File: src/rtl/clcd_pkg.sv
// Shared types and LCD command bytes for the character-LCD line arbiter.
package clcd_pkg;

  typedef enum logic [2:0] {
    ST_INIT_WAIT,
    ST_FUNC_SET,
    ST_DISP_ON,
    ST_ENTRY,
    ST_CLEAR,
    ST_IDLE,
    ST_ADDR,
    ST_CHARS
  } state_e;

  localparam logic [7:0] CMD_FUNC_SET = 8'h3C;
  localparam logic [7:0] CMD_DISP_ON  = 8'h0C;
  localparam logic [7:0] CMD_ENTRY    = 8'h06;
  localparam logic [7:0] CMD_CLEAR    = 8'h01;
  localparam logic [7:0] CMD_LINE0    = 8'h80;
  localparam logic [7:0] CMD_LINE1    = 8'hC0;

  localparam int LINE_CHARS = 16;

  function automatic logic [7:0] line_cmd(input logic line);
    return line ? CMD_LINE1 : CMD_LINE0;
  endfunction

endpackage

File: src/rtl/clcd_byte_slot.sv
// One LCD bus byte slot: holds RS/RW/DATA for len cycles and strobes LCD_E
// during slot cycles 1..E_HI. A start on the last cycle chains slots seamlessly.
module clcd_byte_slot #(
  parameter int CNT_W = 8,
  parameter int E_HI  = 12
) (
  input  logic             CLK,
  input  logic             RESETN,
  input  logic             start,
  input  logic [CNT_W-1:0] len,
  input  logic             rs,
  input  logic [7:0]       data_byte,
  output logic             last,
  output logic             lcd_e,
  output logic             lcd_rs,
  output logic             lcd_rw,
  output logic [7:0]       lcd_data
);

  logic             active_q, active_d;
  logic [CNT_W-1:0] cnt_q, cnt_d;
  logic [CNT_W-1:0] len_q, len_d;
  logic             e_q, e_d;
  logic             rs_q, rs_d;
  logic             rw_q, rw_d;
  logic [7:0]       data_q, data_d;

  // NOTE: every always_comb output gets a default first so no path leaves it unassigned (no latch).
  always_comb begin
    active_d = active_q;
    cnt_d    = cnt_q;
    len_d    = len_q;
    e_d      = e_q;
    rs_d     = rs_q;
    rw_d     = rw_q;
    data_d   = data_q;
    last     = active_q && (cnt_q == len_q - 1'b1);

    if (start) begin
      active_d = 1'b1;
      cnt_d    = '0;
      len_d    = len;
      rs_d     = rs;
      data_d   = data_byte;
      rw_d     = 1'b0;
      e_d      = 1'b0;
    end else if (active_q) begin
      if (last) begin
        active_d = 1'b0;
        rw_d     = 1'b1;
        e_d      = 1'b0;
      end else begin
        cnt_d = cnt_q + 1'b1;
        e_d   = (cnt_d <= CNT_W'(E_HI));
      end
    end
  end

  // NOTE: state registers use non-blocking assignments so all flops update from pre-edge values.
  always_ff @(posedge CLK or posedge RESETN) begin
    if (RESETN) begin
      active_q <= 1'b0;
      cnt_q    <= '0;
      len_q    <= '0;
      e_q      <= 1'b0;
      rs_q     <= 1'b0;
      rw_q     <= 1'b1;
      data_q   <= 8'h00;
    end else begin
      active_q <= active_d;
      cnt_q    <= cnt_d;
      len_q    <= len_d;
      e_q      <= e_d;
      rs_q     <= rs_d;
      rw_q     <= rw_d;
      data_q   <= data_d;
    end
  end

  assign lcd_e    = e_q;
  assign lcd_rs   = rs_q;
  assign lcd_rw   = rw_q;
  assign lcd_data = data_q;

endmodule

File: src/rtl/clcd_line_arbiter.sv
// HD44780 bus owner: power-up command sequence, then round-robin 16-char
// line writes for two clients, each as one set-address byte plus 16 data bytes.
module clcd_line_arbiter
  import clcd_pkg::*;
#(
  parameter int INIT_WAIT = 70,
  parameter int WR_CYC    = 30,
  parameter int E_HI      = 12,
  parameter int CLR_CYC   = 200
) (
  input  logic         CLK,
  input  logic         RESETN,
  input  logic         REQ0,
  input  logic         LINE0,
  input  logic [127:0] TEXT0,
  input  logic         REQ1,
  input  logic         LINE1,
  input  logic [127:0] TEXT1,
  output logic         GNT0,
  output logic         GNT1,
  output logic         DONE,
  output logic         READY,
  output logic         LCD_E,
  output logic         LCD_RS,
  output logic         LCD_RW,
  output logic [7:0]   LCD_DATA
);

  localparam int MAX_A   = (INIT_WAIT > CLR_CYC) ? INIT_WAIT : CLR_CYC;
  localparam int MAX_CYC = (MAX_A > WR_CYC) ? MAX_A : WR_CYC;
  localparam int CNT_W   = $clog2(MAX_CYC + 1);

  state_e                     state_q, state_d;
  logic [CNT_W-1:0]           wait_q, wait_d;
  logic [3:0]                 idx_q, idx_d;
  logic [1:0]                 gnt_q, gnt_d;
  logic                       done_q, done_d;
  logic                       ready_q, ready_d;
  logic                       rr_last_q, rr_last_d;
  logic                       line_q, line_d;
  logic [LINE_CHARS-1:0][7:0] text_q, text_d;

  logic             win1;
  logic             slot_start;
  logic [CNT_W-1:0] slot_len;
  logic             slot_rs;
  logic [7:0]       slot_byte;
  logic             slot_last;

  always_comb begin
    state_d    = state_q;
    wait_d     = wait_q;
    idx_d      = idx_q;
    gnt_d      = gnt_q;
    done_d     = 1'b0;
    ready_d    = ready_q;
    rr_last_d  = rr_last_q;
    line_d     = line_q;
    text_d     = text_q;
    slot_start = 1'b0;
    slot_len   = CNT_W'(WR_CYC);
    slot_rs    = 1'b0;
    slot_byte  = 8'h00;
    // Client 1 wins alone, or when both ask and client 0 was served last.
    win1       = REQ1 & (~REQ0 | ~rr_last_q);

    unique case (state_q)
      ST_INIT_WAIT: begin
        if (wait_q == CNT_W'(INIT_WAIT - 1)) begin
          state_d    = ST_FUNC_SET;
          wait_d     = '0;
          slot_start = 1'b1;
          slot_byte  = CMD_FUNC_SET;
        end else begin
          wait_d = wait_q + 1'b1;
        end
      end
      ST_FUNC_SET: if (slot_last) begin
        state_d    = ST_DISP_ON;
        slot_start = 1'b1;
        slot_byte  = CMD_DISP_ON;
      end
      ST_DISP_ON: if (slot_last) begin
        state_d    = ST_ENTRY;
        slot_start = 1'b1;
        slot_byte  = CMD_ENTRY;
      end
      ST_ENTRY: if (slot_last) begin
        state_d    = ST_CLEAR;
        slot_start = 1'b1;
        slot_len   = CNT_W'(CLR_CYC);
        slot_byte  = CMD_CLEAR;
      end
      ST_CLEAR: if (slot_last) begin
        state_d = ST_IDLE;
        ready_d = 1'b1;
      end
      ST_IDLE: if (REQ0 | REQ1) begin
        state_d    = ST_ADDR;
        gnt_d      = win1 ? 2'b10 : 2'b01;
        rr_last_d  = win1;
        line_d     = win1 ? LINE1 : LINE0;
        text_d     = win1 ? TEXT1 : TEXT0;
        slot_start = 1'b1;
        slot_byte  = line_cmd(win1 ? LINE1 : LINE0);
      end
      ST_ADDR: if (slot_last) begin
        state_d    = ST_CHARS;
        idx_d      = '0;
        slot_start = 1'b1;
        slot_rs    = 1'b1;
        slot_byte  = text_q[LINE_CHARS-1];
      end
      ST_CHARS: if (slot_last) begin
        if (idx_q == 4'(LINE_CHARS - 1)) begin
          state_d = ST_IDLE;
          gnt_d   = 2'b00;
          done_d  = 1'b1;
        end else begin
          idx_d      = idx_q + 1'b1;
          slot_start = 1'b1;
          slot_rs    = 1'b1;
          // Char i lives in element 15-i, i.e. the bitwise complement of i.
          slot_byte  = text_q[~idx_d];
        end
      end
      default: state_d = ST_INIT_WAIT;
    endcase
  end

  always_ff @(posedge CLK or posedge RESETN) begin
    if (RESETN) begin
      state_q   <= ST_INIT_WAIT;
      wait_q    <= '0;
      idx_q     <= '0;
      gnt_q     <= 2'b00;
      done_q    <= 1'b0;
      ready_q   <= 1'b0;
      rr_last_q <= 1'b1;
    end else begin
      state_q   <= state_d;
      wait_q    <= wait_d;
      idx_q     <= idx_d;
      gnt_q     <= gnt_d;
      done_q    <= done_d;
      ready_q   <= ready_d;
      rr_last_q <= rr_last_d;
    end
  end

  // NOTE: the latched line/text are pure data, always written at grant before use, so they carry no reset.
  always_ff @(posedge CLK) begin
    line_q <= line_d;
    text_q <= text_d;
  end

  clcd_byte_slot #(
    .CNT_W (CNT_W),
    .E_HI  (E_HI)
  ) u_slot (
    .CLK       (CLK),
    .RESETN    (RESETN),
    .start     (slot_start),
    .len       (slot_len),
    .rs        (slot_rs),
    .data_byte (slot_byte),
    .last      (slot_last),
    .lcd_e     (LCD_E),
    .lcd_rs    (LCD_RS),
    .lcd_rw    (LCD_RW),
    .lcd_data  (LCD_DATA)
  );

  assign GNT0  = gnt_q[0];
  assign GNT1  = gnt_q[1];
  assign DONE  = done_q;
  assign READY = ready_q;

endmodule

File: config.mk
export PLATFORM = sky130hd
export DESIGN_NAME = clcd_line_arbiter
export DESIGN_NICKNAME = d
export VERILOG_FILES = /design/src/rtl/clcd_pkg.sv /design/src/rtl/clcd_byte_slot.sv /design/src/rtl/clcd_line_arbiter.sv
export SDC_FILE = /design/constraint.sdc
export NUM_CORES = 1
export LEC_CHECK = 0
export ABC_AREA = 1
export BUFFER_PORTS_ARGS = -buffer_cell sky130_fd_sc_hd__buf_2
export CORE_AREA = 3 3 172 174
export DETAILED_ROUTE_END_ITERATION = 16
export DIE_AREA = 0 0 175 177
export PLACE_DENSITY = 0.65
export SYNTH_ARGS = -nofsm -noshare
export SYNTH_HDL_FRONTEND = slang
export SYNTH_HIERARCHICAL = 1
export SYNTH_SLANG_ARGS = --single-unit
File: constraint.sdc
create_clock -name CLK -period 6.3 [get_ports CLK]
set_input_delay 0.945 -clock CLK [delete_from_list [all_inputs] [get_ports CLK]]
set_output_delay 0.945 -clock CLK [all_outputs]
set_load 0.005 [all_outputs]
# --- Yosys cells after proc, flatten, opt, wreduce, memory -nomap -nowiden ---
# Cells that the tools add are included.
classes:
  add_sub_neg: 4
  mul: 0
  div_mod_pow: 0
  order_cmp: 2
  eq_ne: 21
  shift: 0
  mux: 58
  n_bitwise: 6
  reduce_logical: 14
ops:
  columns: ["op", "n"]
  rows:
  - ["2-to-1 mux 128 bit", 1]
  - ["2-to-1 mux 8 bit", 11]
  - ["case mux 8 bit (7 select lines)", 1]
  - ["binary-select mux 8 bit (select 4 bit)", 1]
  - ["2-to-1 mux 3 bit", 10]
  - ["case mux 3 bit (8 select lines)", 1]
  - ["inequality test 2 bit, second input constant", 11]
  - ["2-to-1 mux 1 bit", 19]
  - ["adder 8 x 1 -> 8 bit, second input constant", 2]
  - ["2-to-1 mux 4 bit", 4]
  - ["== test 3 bit, second input constant", 4]
  - ["AND reduction 9 bit", 1]
  - ["== test 8 x 7 -> 1 bit, second input constant", 1]
  - ["== test 8 bit", 1]
  - ["<= comparator 8 x 4 -> 1 bit, second input constant", 1]
  - ["2-to-1 mux 2 bit", 4]
  - ["case mux 4 bit (2 select lines)", 1]
  - ["AND reduction 2 bit", 4]
  - ["AND reduction 4 bit", 2]
  - ["nonzero test 2 bit", 4]
  - ["subtractor 8 x 1 -> 8 bit, second input constant", 1]
  - ["2-to-1 mux 7 bit", 1]
  - ["== test 3 x 2 -> 1 bit, second input constant", 2]
  - ["2-to-1 mux 6 bit", 1]
  - ["other kinds (14)", 16]
totals:
  reg_bits: 176
  latch_bits: 0
  mem_bits_rw: 0
  rom_bits: 0
  in_bits: 262
  output_inout_bits: 15
  elab_cells: 135
  mem_count: 0

# --- Logic depth before layout (Yosys ltp) ---
depth:
  word_depth: 7
  ltp_mapped: 23
  ltp_nobuf: 21

# --- By module ---
# Netlist, hierarchy kept.
modules_own_cells:
  columns: ["module", "n_inst", "cells_per_inst", "area_each_um2", "seq_area_each_um2"]
  rows:
  - ["clcd_line_arbiter", 1, 1109, 8249.2, 4345.4]
  - ["clcd_byte_slot", 1, 220, 1574.0, 701.9]

# --- Worst setup path before layout ---
# OpenSTA, ideal clock, no wires.
synth_timing:
  path_type: "in2reg"
  startpoint: "input port REQ1"
  endpoint: "register gnt_q[0]"
  setup_time_ps: 98
  arrival_ps: 4212
  required_time_ps: 6202
  path_slack_ps: 1990
  path_stages: 6
  n_path_buf: 0
  cell_sequence: "inv_1 > nand2_1 > nand2_1 > inv_1 > o22ai_1 > o21ai_0"
synth_via:
  elab_chain_len: 4
  word_cells_on_any_way: 7
  cone_classes: "1 x eq/ne; 3 x mux; 2 x bitwise; 1 x reduce/logical"
synth_rtl:
  columns: ["element", "line", "text"]
  rows:
  - ["from (decl)", "clcd_line_arbiter.sv:16", "input logic REQ1,"]
  - ["AND 1 bit", "clcd_line_arbiter.sv:65", "win1 = REQ1 & (~REQ0 | ~rr_last_q);"]
  - ["2-to-1 mux 2 bit", "clcd_line_arbiter.sv:100", "gnt_d = win1 ? 2'b10 : 2'b01;"]
  - ["2-to-1 mux 2 bit", "clcd_line_arbiter.sv:98", "ST_IDLE: if (REQ0 | REQ1) begin"]
  - ["case mux 2 bit (2 select lines)", "clcd_line_arbiter.sv:67", "unique case (state_q)"]
  - ["to (signal assigned)", "clcd_line_arbiter.sv:144", "gnt_q <= gnt_d;"]
  - ["to (decl)", "clcd_line_arbiter.sv:36", "logic [1:0] gnt_q, gnt_d;"]
# Parallel ways exist; a longest one is shown, timed or not. The select of a mux whose other input is x is not followed.
# A chain may end at the register's enable or synchronous reset.

# --- Worst setup path in the final report ---
layout_timing:
  startpoint: "register u_slot.len_q[0]"
  endpoint: "register u_slot.e_q, in the netlist u_slot/lcd_e"
layout_via:
  elab_chain_len: 6
  word_cells_on_any_way: 10
  cone_classes: "1 x add/sub; 1 x eq/ne; 6 x mux; 2 x reduce/logical"
layout_rtl:
  columns: ["element", "line", "text"]
  rows:
  - ["from (decl)", "clcd_byte_slot.sv:22", "logic [CNT_W-1:0] len_q, len_d;"]
  - ["from (signal assigned)", "clcd_byte_slot.sv:72", "len_q <= len_d;"]
  - ["subtractor 8 x 1 -> 8 bit (*)", "clcd_byte_slot.sv:37", "last = active_q && (cnt_q == len_q - 1'b1);"]
  - ["== test 8 bit (*)", "clcd_byte_slot.sv:37", null]
  - ["logical AND 1 bit (*)", "clcd_byte_slot.sv:37", null]
  - ["via slot_last", "clcd_line_arbiter.sv:48", "logic slot_last;"]
  - ["2-to-1 mux 1 bit (on tied branches)", null, null]
  - ["case mux 1 bit (4 select lines) (*)", "clcd_line_arbiter.sv:67", null]
  - ["via slot_start", "clcd_line_arbiter.sv:44", "logic slot_start;"]
  - ["2-to-1 mux 1 bit or nonzero test 2 bit (tied branches)", null, null]
  - ["to (signal assigned)", "clcd_byte_slot.sv:65", "e_q <= 1'b0;"]
  - ["to (signal assigned)", "clcd_byte_slot.sv:73", "e_q <= e_d;"]
  - ["to (decl)", "clcd_byte_slot.sv:23", "logic e_q, e_d;"]
# Mark *: on every way through the listed nets, which the timed path passes. The rest lies on a longest branch. The select of a mux whose other input is x is not followed.

==> flow_summary.json <==
{
  "final_cell_mix": "nand2_1 (679), buf_2 (276), inv_1 (150)",
  "peakVddDrop_mv": 0.304,
  "cts_hold_buf": 0,
  "antennaDiodeCount": 0,
  "finalNetCount": 1839,
  "drv_slew": 0,
  "syn_area_per_cell_um2": 7.39,
  "io_buffers": 276,
  "rsz0062_at_grt": "false",
  "min_period_over_period_pct": 62.7,
  "layout_commonest_cell": "nand2_1",
  "power_density_mw_per_mm2": 382,
  "fin_ws_ns": 2.35,
  "finalSetupViolCount": 0,
  "p_leak_nw": 6.41,
  "post-cts-setup-buffers": 0,
  "die_width_um": 175,
  "syn_area_mm2": 0.00982,
  "cts.sink_count": 176,
  "crit_path_end_kind": "register",
  "tightest_slew_ns": 1.08,
  "antenna_left": 0,
  "io_pins": 277,
  "finalSetupTns_ns": 0,
  "grt-ovfl-total": 0,
  "cts-root-buf": "clkbuf_16",
  "die_area_mm2": 0.0310,
  "ys_warn_count": 6,
  "route.detailed.drc": 0,
  "vias": 8921,
  "synth_edf_count": 128,
  "track_usage_pct": 17.8,
  "clk-insertion-delay-late_ns": 0.44,
  "critPathKind": "register to register",
  "place_ws_ns": 2.39,
  "design_area_mm2": 0.0121,
  "place.gp.congestion": 0.849,
  "final_hold_viol_count": 0,
  "tritoncts": "built",
  "wl_per_cell_um": 14.0,
  "power_mw": 4.62,
  "rr_endpoint": "u_slot/lcd_e",
  "dpl.hpwl_um": 20500,
  "yosysUniqueCellTypes": 34,
  "run_status": "finished clean",
  "rows": 61,
  "slew-limit-headroom_pct": 28.2,
  "ctsResizeCount": 0,
  "htreeDepth": 4,
  "yosysSeqAreaShare_pct": 51.4,
  "min_period_ns": 3.95,
  "hold_path_depth": 2,
  "grt_pass1_wl_um": 43000,
  "grt_max_degree": 96,
  "fp.dieH_um": 177,
  "cp_max_fo": 28,
  "cts_buffers": 17,
  "totalWireLength_um": 27500,
  "holdWs_ns": 0.470,
  "syn_to_final_growth_pct": 23.1,
  "hp-start": "u_slot/lcd_data[6]",
  "drtIter0Drc": 631,
  "drt-vias-per-instance": 4.55,
  "r2r_slack_ns": 2.35,
  "grt_pass1_vias": 8489,
  "synth_ff_type": "edfxtp_1",
  "clock_skew_ns": 0.0179,
  "grt_antenna_before_repair": 0,
  "place_area_mm2": 0.0115,
  "drive_gt1_share_pct": 21.0,
  "reg2reg_from": "u_slot/len_q[0]",
  "cp.required_ns": 6.62,
  "clk_pin_slew_worst_paths_ns": 0.07,
  "drt-pass1-iter-count": 5,
  "reg2reg_depth": 22,
  "max_freq_ghz": 0.253,
  "synth_cells": 1329,
  "start_kind": "register",
  "core_mm2": 0.0279,
  "async_reset_ff_share_pct": 27.3,
  "initial_utilization_pct": 35.2,
  "critPathArrivalTime_ns": 4.28,
  "hold_path_end": "u_slot/lcd_data[6]",
  "hold_class": "register to register",
  "synth_seq_cells": 176,
  "drv_cap": 0,
  "max-clock-path-buffers": 2
}
[registers in the layout, summed over array words and instances (netlist names)]
register	flops
u_slot/lcd_e	1
u_slot/len_q	8
u_slot/lcd_rw	1
u_slot/active_q	1
rr_last_q	1
idx_q	4
u_slot/cnt_q	8
wait_q	8
DONE	1
u_slot/lcd_data	8
READY	1
state_q	3
text_q	128
u_slot/lcd_rs	1
gnt_q	2
[area by class of cell]
type / instances / area, µm²
multi-input combinational: 938 / 3960
sequential: 176 / 5050
timing repair buffer: 282 / 1430
clock buffer: 18 / 429
inverter: 156 / 591
fill: 2909 / 15800
clock inverter: 14 / 163
tap: 378 / 473
[cell families after synthesis]
logic type	count (synthesis)	synth area share [%]
fa+ha+maj	6	0.764
xor+xnor	12	1.22
other cells	2	0.0765
simple gates	882	36.2
flops	176	51.4
compound gates	35	1.92
buf+inv	216	8.43
[per-layer routing]
metal	track usage, %	wire length (µm)	vias to the layer above
met3	2.85	1360	25
met4	4.92	431	0
met5	0	0	-
li1	-	-	4618
met2	30.1	13300	276
met1	23.7	12500	4002
[critical path, cell delays in order (launching register included)]
cell       delay [ns]
dfrtp_1          0.40
inv_1            0.13
ha_1             0.19
inv_1            0.06
nor2_1           0.18
nand2_1          0.07
nand2_1          0.08
nand2_1          0.05
nand2_1          0.05
nand2_1          0.06
nor2_2           0.16
nand3_1          0.14
inv_1            0.23
nand3_1          0.28
o2111ai_1        0.22
buf_4            0.32
clkinv_1         0.66
nand3_1          0.30
nor2_1           0.07
nand2_1          0.06
nor2_1           0.04
nand3_1          0.05
nand2_1          0.06
[how the worst max path moves through the flow]
| stage | startpoint | endpoint | depth (start not counted) |
|---|---|---|---|
| floorplan | REQ1 | gnt_q[0] | 6 |
| global route | u_slot/len_q[0] | u_slot/lcd_e | 22 |
| finish | u_slot/len_q[0] | u_slot/lcd_e | 22 |
| detailed placement | u_slot/len_q[0] | u_slot/lcd_e | 22 |
| global placement | u_slot/len_q[0] | u_slot/lcd_e | 22 |
| CTS | u_slot/len_q[0] | u_slot/lcd_e | 22 |
[where the power goes]
part	leakage (nW)	switching, mW	internal (mW)
clock network	0.289	0.513	0.535
logic	4.29	1.24	0.531
registers	1.83	0.146	1.66
[Yosys cell counts (2+ instances only)]
| master | n | area share [%] |
|---|---|---|
| edfxtp_1 | 128 | 39 |
| xnor2_1 | 2 | 0.18 |
| clkbuf_1 | 44 | 1.7 |
| dfrtp_1 | 46 | 12 |
| o21ai_0 | 22 | 1.1 |
| dfstp_2 | 2 | 0.53 |
| nand4_1 | 13 | 0.83 |
| nor2_2 | 5 | 0.32 |
| clkinv_1 | 4 | 0.15 |
| nor2_1 | 45 | 1.7 |
| xor2_1 | 8 | 0.71 |
| nor3_1 | 5 | 0.25 |
| inv_1 | 152 | 5.8 |
| nand3_1 | 128 | 6.5 |
| ha_1 | 6 | 0.76 |
| buf_1 | 7 | 0.27 |
| a21oi_1 | 6 | 0.31 |
| buf_2 | 8 | 0.41 |
| conb_1 | 2 | 0.076 |
| o22ai_1 | 3 | 0.19 |
| nand2_1 | 680 | 26 |
[through the flow]
stage          cells  utilization, %
6_report        1962            43.3
5_1_grt         1962            43.3
4_1_cts         1962            43.3
3_3_place_gp    1930            41.2
3_5_place_dp    1930            41.2
2_1_floorplan   1330               -
Power figures use the tool's default switching activity.
